<file path="src/rtl/axi_read_scheduler_pkg.sv">
// Definitions shared by the AXI read/write scheduler pair: FSM state encoding,
// AR size/burst constants and a data-width legality helper.
package axi_read_scheduler_pkg;

    typedef enum logic [2:0] {
        ST_IDLE  = 3'd0,
        ST_START = 3'd1,
        ST_ADDR  = 3'd2,
        ST_DATA  = 3'd3,
        ST_DONE  = 3'd4
    } sched_state_t;

    localparam logic [1:0] AXI_BURST_INCR     = 2'b01;
    localparam int         AXI_MAX_BEATS      = 256;
    localparam int         AXI_BOUNDARY_BYTES = 4096;

    // ARSIZE code for a beat that fills the whole data bus.
    function automatic logic [2:0] axi_size(input int data_w);
        logic [2:0] sz;
        sz = 3'd0;
        for (int b = 0; b < 8; b++) begin
            if ((8 << b) == data_w) sz = 3'(b);
        end
        return sz;
    endfunction

    function automatic bit data_w_legal(input int data_w);
        return (data_w >= 8) && (data_w <= 1024) && ((data_w & (data_w - 1)) == 0);
    endfunction

endpackage

</file>
<file path="src/rtl/axi_read_scheduler_rr_arbiter.sv">
// Round-robin arbiter: grants the first active request at or after ptr,
// wrapping around, as a one-hot vector.
module rr_arbiter #(
    parameter int N     = 2,
    parameter int PTR_W = (N > 1) ? $clog2(N) : 1
) (
    input  logic [N-1:0]     req,
    input  logic [PTR_W-1:0] ptr,
    output logic [N-1:0]     grant
);

    always_comb begin
        logic             found;
        logic [PTR_W-1:0] idx;
        grant = '0;
        found = 1'b0;
        idx   = '0;
        for (int k = 0; k < N; k++) begin
            idx = PTR_W'((int'(ptr) + k) % N);
            if (!found && req[idx]) begin
                grant[idx] = 1'b1;
                found      = 1'b1;
            end
        end
    end

endmodule

</file>
<file path="src/rtl/axi_read_scheduler.sv">
// AXI read scheduler: arbitrates requesters round-robin, then walks the burst
// splitter through AR/R bursts until the owner's transfer completes.
module axi_read_scheduler
    import axi_read_scheduler_pkg::*;
#(
    parameter int  AXI_ADDR_W = 32,
    parameter int  AXI_DATA_W = 32,
    parameter int  LEN_W      = 32,
    parameter int  N_REQ      = 2,
    localparam int OWN_W      = (N_REQ > 1) ? $clog2(N_REQ) : 1
) (
    input  logic                        clk,
    input  logic                        rst,
    input  logic [N_REQ-1:0]            req_valid,
    output logic [N_REQ-1:0]            req_ready,
    input  logic [N_REQ*AXI_ADDR_W-1:0] req_addr,
    input  logic [N_REQ*LEN_W-1:0]      req_len,
    output logic [N_REQ-1:0]            req_done,
    output logic [AXI_ADDR_W-1:0]       split_address,
    output logic [LEN_W-1:0]            split_length,
    output logic                        split_transfer_start,
    output logic                        split_burst_start,
    input  logic [AXI_ADDR_W-1:0]       split_axaddr,
    input  logic [7:0]                  split_axlen,
    input  logic                        split_last,
    output logic                        m_axi_arvalid,
    input  logic                        m_axi_arready,
    output logic [AXI_ADDR_W-1:0]       m_axi_araddr,
    output logic [7:0]                  m_axi_arlen,
    input  logic                        m_axi_rvalid,
    output logic                        m_axi_rready,
    input  logic                        m_axi_rlast,
    output logic                        busy,
    output logic [OWN_W-1:0]            owner,
    output logic                        err
);

    if (!data_w_legal(AXI_DATA_W)) begin : g_bad_data_w
        $error("axi_read_scheduler: AXI_DATA_W must be a power of two between 8 and 1024");
    end

    sched_state_t          state;
    sched_state_t          state_nx;
    logic [OWN_W-1:0]      rr_ptr;
    logic [N_REQ-1:0]      grant;
    logic [OWN_W-1:0]      grant_idx;
    logic [AXI_ADDR_W-1:0] addr_arr [N_REQ];
    logic [LEN_W-1:0]      len_arr  [N_REQ];
    logic [AXI_ADDR_W-1:0] sel_addr;
    logic [LEN_W-1:0]      sel_len;
    logic [7:0]            beat_cnt;
    logic                  last_q;
    logic                  grant_fire;
    logic                  ar_fire;
    logic                  r_fire;
    logic                  final_beat;

    for (genvar g = 0; g < N_REQ; g++) begin : g_unpack
        assign addr_arr[g] = req_addr[g*AXI_ADDR_W +: AXI_ADDR_W];
        assign len_arr[g]  = req_len[g*LEN_W +: LEN_W];
    end

    rr_arbiter #(
        .N     (N_REQ),
        .PTR_W (OWN_W)
    ) u_arb (
        .req   (req_valid),
        .ptr   (rr_ptr),
        .grant (grant)
    );

    always_comb begin
        grant_idx = '0;
        for (int k = 0; k < N_REQ; k++) begin
            if (grant[k]) grant_idx = OWN_W'(k);
        end
    end

    assign sel_addr   = addr_arr[grant_idx];
    assign sel_len    = len_arr[grant_idx];
    assign grant_fire = (state == ST_IDLE) && (|grant);
    assign ar_fire    = (state == ST_ADDR) && m_axi_arready;
    assign r_fire     = (state == ST_DATA) && m_axi_rvalid;
    assign final_beat = r_fire && (beat_cnt == 8'd0);
    assign busy       = (state != ST_IDLE);

    always_ff @(posedge clk or posedge rst) begin
        if (rst) state <= ST_IDLE;
        else     state <= state_nx;
    end

    // A zero-length grant skips the splitter and AXI entirely.
    always_comb begin
        state_nx             = state;
        req_ready            = '0;
        split_transfer_start = 1'b0;
        split_burst_start    = 1'b0;
        m_axi_arvalid        = 1'b0;
        m_axi_araddr         = '0;
        m_axi_arlen          = '0;
        m_axi_rready         = 1'b0;
        case (state)
            ST_IDLE: begin
                if (|grant) begin
                    req_ready = grant;
                    state_nx  = (sel_len == '0) ? ST_DONE : ST_START;
                end
            end
            ST_START: begin
                split_transfer_start = 1'b1;
                state_nx             = ST_ADDR;
            end
            ST_ADDR: begin
                m_axi_arvalid = 1'b1;
                m_axi_araddr  = split_axaddr;
                m_axi_arlen   = split_axlen;
                if (m_axi_arready) begin
                    split_burst_start = 1'b1;
                    state_nx          = ST_DATA;
                end
            end
            ST_DATA: begin
                m_axi_rready = 1'b1;
                if (final_beat) state_nx = last_q ? ST_DONE : ST_ADDR;
            end
            ST_DONE: begin
                state_nx = ST_IDLE;
            end
            default: begin
                state_nx = ST_IDLE;
            end
        endcase
    end

    // The burst position is tracked by beat_cnt alone; rlast only feeds the error flag.
    always_ff @(posedge clk or posedge rst) begin
        if (rst) begin
            rr_ptr        <= '0;
            owner         <= '0;
            split_address <= '0;
            split_length  <= '0;
            beat_cnt      <= '0;
            last_q        <= 1'b0;
            err           <= 1'b0;
            req_done      <= '0;
        end else begin
            req_done <= '0;
            if (grant_fire) begin
                split_address <= sel_addr;
                split_length  <= sel_len;
                owner         <= grant_idx;
                rr_ptr        <= OWN_W'((int'(grant_idx) + 1) % N_REQ);
            end
            if (ar_fire) begin
                last_q   <= split_last;
                beat_cnt <= split_axlen;
            end
            if (r_fire) begin
                if (beat_cnt != 8'd0) beat_cnt <= beat_cnt - 8'd1;
                if (m_axi_rlast != (beat_cnt == 8'd0)) err <= 1'b1;
            end
            if (state == ST_DONE) req_done <= N_REQ'(1) << owner;
        end
    end

endmodule

</file>
<file path="config.mk">
export PLATFORM = sky130hd
export DESIGN_NAME = axi_read_scheduler
export DESIGN_NICKNAME = d
export VERILOG_FILES = /design/src/rtl/axi_read_scheduler_pkg.sv /design/src/rtl/axi_read_scheduler_rr_arbiter.sv /design/src/rtl/axi_read_scheduler.sv
export SDC_FILE = /design/constraint.sdc
export NUM_CORES = 1
export LEC_CHECK = 0
export ABC_AREA = 1
export CAP_MARGIN = 10
export CORE_AREA = 2 2 112 114
export CTS_BUF_LIST = sky130_fd_sc_hd__clkbuf_4 sky130_fd_sc_hd__clkbuf_8
export DETAILED_ROUTE_END_ITERATION = 6
export DIE_AREA = 0 0 114 116
export GPL_TIMING_DRIVEN = 0
export HOLD_SLACK_MARGIN = 0.08
export PLACE_DENSITY = 0.83
export SKIP_CTS_REPAIR_TIMING = 1
export SLEW_MARGIN = 40
export SYNTH_ARGS = -nofsm -noshare
export SYNTH_HDL_FRONTEND = slang
export SYNTH_SLANG_ARGS = --single-unit
</file>
<file path="constraint.sdc">
create_clock -name clk -period 7.1 [get_ports clk]
set_input_delay 1.42 -clock clk [delete_from_list [all_inputs] [get_ports clk]]
set_output_delay 1.42 -clock clk [all_outputs]
set_load 0.1 [all_outputs]
</file>
After elaboration in Yosys (flattened, before gate mapping)
Index checks and enable logic that the tools add are counted.
{"block": "totals", "wordCells": 81, "regBits": 81, "in_bits": 176, "output_inout_bits": 115}
{"block": "op_classes", "addsub": 3, "n_shift": 1, "n_mux": 37, "reduce_logical": 16, "n_lt_le_gt_ge": 5, "n_eq_ne": 8, "n_bitwise": 2}
{"cell": "$mux 32", "count": 7}
{"cell": "$logic_not 32->1", "count": 1}
{"cell": "$mux 8", "count": 4}
{"cell": "$mux 3", "count": 5}
{"cell": "$mux 1", "count": 13}
{"cell": "$pmux 3 s4", "count": 1}
{"cell": "$mux 2", "count": 5}
{"cell": "$logic_not 8->1", "count": 1}
{"cell": "$reduce_bool 8->1", "count": 1}
{"cell": "$sub 8x1->8 const B", "count": 1}
{"cell": "$logic_and 1x1->1", "count": 7}
{"cell": "$eq 3x2->1 const B", "count": 2}
{"cell": "$lt 1x2->1 const B", "count": 2}
{"cell": "$ne 2x2->1 const B", "count": 2}
{"cell": "$eq 3x1->1 const B", "count": 1}
{"cell": "$eq 3x3->1 const B", "count": 1}
{"cell": "$logic_not 3->1", "count": 1}
{"cell": "$reduce_and 3->1", "count": 1}
{"cell": "$reduce_bool 3->1", "count": 1}
{"cell": "$add 1x1->1 const B", "count": 2}
{"cell": "$demux 1 s1", "count": 2}
{"cell": "$ge 1x1->1 const B", "count": 2}
{"cell": "$ge 2x2->1 const B", "count": 1}
{"cell": "$ne 2x1->1 const B", "count": 1}
{"cell": "other kinds (7)", "count": 7}

Logic depth before layout (Yosys ltp)
Gate-level depths: netlist (run 1).
{"block": "logic_depth", "word_depth": 16, "ltp_mapped": 14, "mapped_depth_nobuf": 12}

Cells and area by module
Synthesis (run 1) repeated with hierarchy kept, for this count alone.
{"block": "unflattened", "cells_unflattened": 662, "area_unflattened_um2": 4640.7}
{"module": "axi_read_scheduler", "area_each_um2": 4613.2, "cells_each": 658, "seq_area_each_um2": 2026.9, "n_inst": 1}
{"module": "rr_arbiter", "area_each_um2": 27.5, "cells_each": 4, "seq_area_each_um2": 0.0, "n_inst": 1}

Least setup slack after synthesis (run 1)
No wires, ideal clock.
{"block": "synth_path", "kind": "register to output", "start": "register state[0]", "end": "output m_axi_araddr[21]", "slack_ns": 1.724, "arrival_time_ns": 3.956, "path_buffers": 2, "path_stages_with_launch": 8, "required_time_ns": 5.680, "cell_sequence": "dfrtp_1 > nor2_1 > inv_1 > nor2_1 > inv_1 > clkbuf_1 > buf_2 > nor2_1"}
{"block": "synth_between", "elab_chain_len": 2}
{"item": "start, declared", "line_no": "axi_read_scheduler.sv:42", "source": "sched_state_t state;"}
{"item": "start signal, assigned", "line_no": "axi_read_scheduler.sv:89", "source": "else state <= state_nx;"}
{"item": "$eq 3x2->1", "line_no": "axi_read_scheduler.sv:102", "source": "case (state)"}
{"item": "$mux 32", "line_no": "axi_read_scheduler.sv:102"}
{"item": "end, declared", "line_no": "axi_read_scheduler.sv:28", "source": "output logic [AXI_ADDR_W-1:0] m_axi_araddr,"}
No other way between the ends.

Worst setup path after layout (run 1)
{"block": "layout_path", "start": "input req_valid[1]", "end": "output req_ready[0]"}
{"block": "layout_between", "elab_chain_len": 9, "word_cells_on_any_way": 13, "classes_between": "mux: 9; bitwise: 1; reduce/logical: 3"}
{"item": "start, declared", "line_no": "axi_read_scheduler.sv:14", "source": "input logic [N_REQ-1:0] req_valid,"}
{"item": "$mux 1 (not written as such) (2 in series)", "line_no": "axi_read_scheduler_rr_arbiter.sv:20", "source": "if (!found && req[idx]) begin"}
{"item": "$mux 1", "line_no": "axi_read_scheduler_rr_arbiter.sv:20"}
{"item": "$logic_not 1->1", "line_no": "axi_read_scheduler_rr_arbiter.sv:20"}
{"item": "$logic_and 1x1->1", "line_no": "axi_read_scheduler_rr_arbiter.sv:20"}
{"item": "$mux 2 *", "line_no": "axi_read_scheduler_rr_arbiter.sv:20"}
{"item": "$reduce_or 2->1", "line_no": "axi_read_scheduler.sv:104", "source": "if (|grant) begin"}
{"item": "$mux 2 *", "line_no": "axi_read_scheduler.sv:104"}
{"item": "$mux 2 *", "line_no": "axi_read_scheduler.sv:102"}
{"item": "end, declared", "line_no": "axi_read_scheduler.sv:15", "source": "output logic [N_REQ-1:0] req_ready,"}
Every way passes the cells marked *; elsewhere a longest branch is shown, timed or not. The select of a mux whose other input is x is not followed.

==> results.cfg, run 1 <==
[floorplanning]
die-width_um = 114
std_cell_rows = 40
die_h_um = 116
io_pins = 291
core_area_sq_mm = 0.0119
die_area_sq_mm = 0.0132
start_util_pct = 38.3

[yosys]
synth_top_area_share_pct = 44.4
synth_largest_area_cell = dfrtp_1
ys_seq_elements = 81
synth.distinct_cells = 30
synth_flop_cell = dfrtp_1
synth_cells = 628
synthTopCellsByArea = dfrtp_1 (44%), nand2_1 (14%), inv_1 (7.8%)
ys_top_cells_by_count = nand2_1 (175), inv_1 (95), dfrtp_1 (81)
synth_area_per_cell_sq_um = 7.27
syn_nets = 806
yosys_warnings = 0
synth.most_common_cell = nand2_1
seq_area_frac_synth_pct = 44.4
synth-edff-count = 0
synth_area_sq_mm = 0.00456
synthArstFlopShare_pct = 100

[clock_tree]
clock-sinks = 81
cts_tree = built
cts.htree.levels = 3
clkLatencyLatePin_ps = 360
cts.path.max_buffers = 2
cts_buffers = 9
clkTransAtPathRegs_ps = 80
cts_root_buffer = clkbuf_8

[timing]
maxSlewHeadroom_pct = 64.5
post-route-min-period_ps = 4450
finalSetupTns_ps = 0
fmax_mhz = 225
hold_violations = 0
finalSetupViolCount = 0
final-max-slew-violation-count = 0
whs_ps = 477
period_share_pct = 62.7
grt_setup_unrepaired = no
clock_skew_ps = 9.48
tightest_slew_ps = 536

[critical_path]
cp-end-kind = output port
reg2reg_depth = 12
rr_endpoint = state[0]
worst_ep_arrival_time_ps = 3030
start_kind = input port
critical_path_peak_fanout = 10
critPathKind = input port to output port
r2r_slack_ps = 5100
reg2reg_from = rr_ptr
worstPathRequired_ps = 5680

[global_route]
grt_max_degree = 45
grt_pass1_vias = 5106
grt_antenna_before_repair = 0
overflow = 0
grt_usage_pct = 23.9
grt_pass1_wl_um = 24800

[worst_hold_path]
hold_path_end = err
hold_depth = 1
worstHoldPathType = flop to flop
hp-start = err

[final_layout]
nets = 1108
area_delta_synth_final_pct = 60.1
ff_latch_area_sq_mm = 0.00203
fillers = 1096
drive_gt1_share_pct = 17.0
antenna_cells = 0
multi_input_comb_area_sq_mm = 0.00201

[routing]
routed_via_density = 4.80
dr.first_iter.drc_count = 277
routed_wl_um = 15900
drc = 0
first_pass_iters = 4
routed-via-count = 5197
routedWlPerCell_um = 14.7
antenna_left = 0

[placement]
gp_congestion = 0.867
numPortBuffers = 290
hpwl_um = 12700

[job]
maxCapViolations = 0

[run_status]
status = complete, no violations
critical path, stage by stage:
cell,delay (ps)
clkdlybuf4s50_1,470
nand2_1,110
buf_2,230
nand3_1,170
inv_1,160
buf_2,460
state kept, by name, summed over array words and instances, names as in the netlist:
| signal | flops |
|---|---|
| beat_cnt | 8 |
| err | 1 |
| last_q | 1 |
| owner | 1 |
| req_done | 2 |
| rr_ptr | 1 |
| split_address | 32 |
| split_length | 32 |
| state | 3 |
worst max path at each step:
stage                            start          endpoint  slack, ps
after floorplan               state[0]  m_axi_araddr[21]       1720
after global placement    req_valid[1]      req_ready[0]       1930
after detailed placement  req_valid[1]      req_ready[0]       2650
after CTS                 req_valid[1]      req_ready[0]       2640
after global routing      req_valid[1]      req_ready[0]       2550
final                     req_valid[1]      req_ready[0]       2650
routing by layer:
| layer | share of wire [%] | global-route usage (%) | up-vias |
|---|---|---|---|
| met2 | 50 | 42.8 | 217 |
| li1 | - | - | 2575 |
| met5 | 0 | 0 | - |
| met1 | 40 | 28.5 | 2371 |
| met4 | 3.1 | 10.2 | 0 |
| met3 | 7.1 | 3.66 | 34 |
cell families after synthesis:
logic type                 Yosys count  share of synthesized area, %
AOI/OAI and AO/OA                  125                          16.6
adders and majority gates            2                         0.548
and+or+nand+nor                    283                          26.2
DFF                                 81                          44.4
xor gates and xnor gates             4                         0.768
buffers and inverters              133                          11.5
cells in the final DEF (no fill, tap or decap), types with 2 or more instances in the layout:
cell             synthesis  final
nand2_1                175    175
clkdlybuf4s50_1          0    175
buf_2                   12    127
inv_1                   95     94
dfrtp_1                 81     81
nor2_1                  67     67
o21ai_0                 43     43
a21oi_1                 40     40
a2bb2oi_1               30     30
nand3b_1                25     25
clkbuf_1                18     18
clkbuf_8                 0     10
nand3_1                  8      8
inv_2                    5      5
o21ai_1                  5      5
xor2_1                   3      3
nor2_4                   2      2
nand2_2                  2      2
nor3_1                   2      2
o211ai_1                 2      2
ha_1                     2      2
clkinvlp_4               0      2
clkinv_2                 0      2
layout make-up:
class / instances / area share, %
inverters: 100 / 5.20
well taps: 147 / 2.52
clock buffers: 11 / 1.99
clock inverters: 5 / 0.753
flip-flops and latches: 81 / 27.7
repair buffers: 291 / 32.2
multi-input cells: 414 / 27.5
plain buffers: 33 / 2.07
metrics by stage:
step / instances / utilization [%] / instance area (sq um) / worst slack [ps]
2_1_floorplan: 628 / - / 4560 / 1720
3_3_place_gp: 1065 / 64.2 / 7650 / 1930
3_5_place_dp: 1066 / 59.7 / 7110 / 2650
4_1_cts: 1082 / 61.4 / 7310 / 2640
5_1_grt: 1082 / 61.4 / 7310 / 2550
6_report: 1082 / 61.4 / 7310 / 2650
Power of run 1 is left out: the tool's default activity adds up to more than one toggle a clock period on the data nets, which glitch-free logic cannot reach.
==> inputs of run 2 (changes only) <==
Settings changed: CORE_AREA 2 2 112 114 to 2 2 113 115, DIE_AREA 0 0 114 116 to 0 0 115 117, PLACE_DENSITY 0.83 to 0.82.
Clock period 7.1 ns to 4.4 ns, I/O delays scaled along.
==> run 2 against run 1 <==
Against the previous run: sequential cell count unchanged; sequential share of layout area about the same; setup slack worse by 1600 ps; first-iteration DRC count fell by 22%; register-to-register slack got worse by 2700 ps; worst hold slack lost 21 ps; critical path type unchanged; via count fell by 0.37%; global-route usage down 0.42 points.
==> results.cfg, run 2 (synthesis gave the netlist of run 1 again) <==
[critical_path]
critical_path_peak_fanout = 10
critPathKind = input port to output port
cp-end-kind = output port
start_kind = input port
worst_ep_arrival_time_ps = 2460
worstPathRequired_ps = 3520

[routing]
first_pass_iters = 4
routed_wl_um = 16000
drc = 0
routed-via-count = 5178
routed_via_density = 4.77
dr.first_iter.drc_count = 215
antenna_left = 0
routedWlPerCell_um = 14.8

[worst_hold_path]
worstHoldPathType = flop to flop

[global_route]
grt_max_degree = 44
grt_antenna_before_repair = 0
grt_pass1_wl_um = 24500
grt_pass1_vias = 5033
grt_usage_pct = 23.4
overflow = 0

[final_layout]
drive_gt1_share_pct = 17.1
area_delta_synth_final_pct = 60.3
fin_area_sq_mm = 0.00732
fillers = 1179
antenna_cells = 0
final_cell_mix = nand2_1 (175), clkdlybuf4s50_1 (175), buf_2 (127)
reg.largest.list = split_address x32, split_length x32, beat_cnt x8
nets = 1108

[floorplanning]
start_util_pct = 37.1
die_area_sq_mm = 0.0135
core_area_sq_mm = 0.0123
die-width_um = 115
io_pins = 291
std_cell_rows = 41
die_h_um = 117

[timing]
tightest_slew_ps = 523
final-max-slew-violation-count = 0
finalSetupTns_ps = 0
period_share_pct = 76.0
grt_setup_unrepaired = no
post-route-min-period_ps = 3340
clock_skew_ps = 8.31
fmax_mhz = 299
maxSlewHeadroom_pct = 65.1
hold_violations = 0
finalSetupViolCount = 0

[placement]
hpwl_um = 12700
gp_congestion = 0.882
numPortBuffers = 290
dpl_cell_area_sq_mm = 0.00711

[clock_tree]
clock-sinks = 81
cts_root_buffer = clkbuf_8
cts.htree.levels = 3
cts_buffers = 9
cts.path.max_buffers = 2
clkTransAtPathRegs_ps = 90
clkLatencyLatePin_ps = 350
cts_tree = built

[job]
maxCapViolations = 0

[run_status]
status = complete, no violations
-- run 2: cell types whose count changed in the layout (fill, tap and decap cells not counted) --
cell / change
clkbuf_4: -1
clkinv_4: +2
clkinvlp_4: -2
nor2_2: +1
nor2_1: -1
inv_6: +1
-- run 2: final cells by class --
type / instances / area (sq um) / area share (%)
Timing Repair Buffer: 291 / 2350 / 32.2
Sequential cell: 81 / 2030 / 27.7
Multi-Input combinational cell: 414 / 2010 / 27.5
Inverter: 100 / 380 / 5.20
Tap cell: 150 / 188 / 2.56
Buffer: 33 / 151 / 2.07
Clock buffer: 10 / 138 / 1.88
Clock inverter: 6 / 66.3 / 0.906
-- run 2: metal layers --
layer | vias to the layer above | track usage (%) | part of all wire [%]
met1 | 2377 | 28.1 | 40
li1 | 2576 | - | -
met5 | - | 0 | 0
met2 | 207 | 42.5 | 51
met3 | 18 | 4.12 | 7.0
met4 | 0 | 8.19 | 1.7
-- run 2: path summary, 6_finish.rpt --
| check | slack [ps] | cells past startpoint | from | to |
|---|---|---|---|---|
| max in group asynchronous | 2980 | 3 | rst | split_length[7] |
| hold / removal | 460 | 1 | owner | req_done[0] |
| setup reg to reg | 2350 | 9 | rr_ptr | split_length[2] |
| min in group asynchronous | 890 | 2 | rst | split_address[24] |
| setup / recovery | 1060 | 6 | req_valid[1] | req_ready[0] |
| hold reg to reg | 460 | 1 | owner | req_done[0] |
-- run 2: worst max-delay path, stage by stage --
cell and delay (ps):
clkdlybuf4s50_1 470, nand2_1 110, buf_2 220, nand3_1 170, inv_1 150, buf_2 450
-- run 2: metrics by stage --
stage,instances,setup slack [ps],hold slack (ps),utilization [%]
after floorplan,628,149,470,-
after global placement,1068,29.2,452,62.2
after detailed placement,1069,1040,449,57.8
after CTS,1085,1030,456,59.4
after global routing,1085,962,485,59.4
final,1085,1060,455,59.4
Power of run 2 is left out for the same reason.
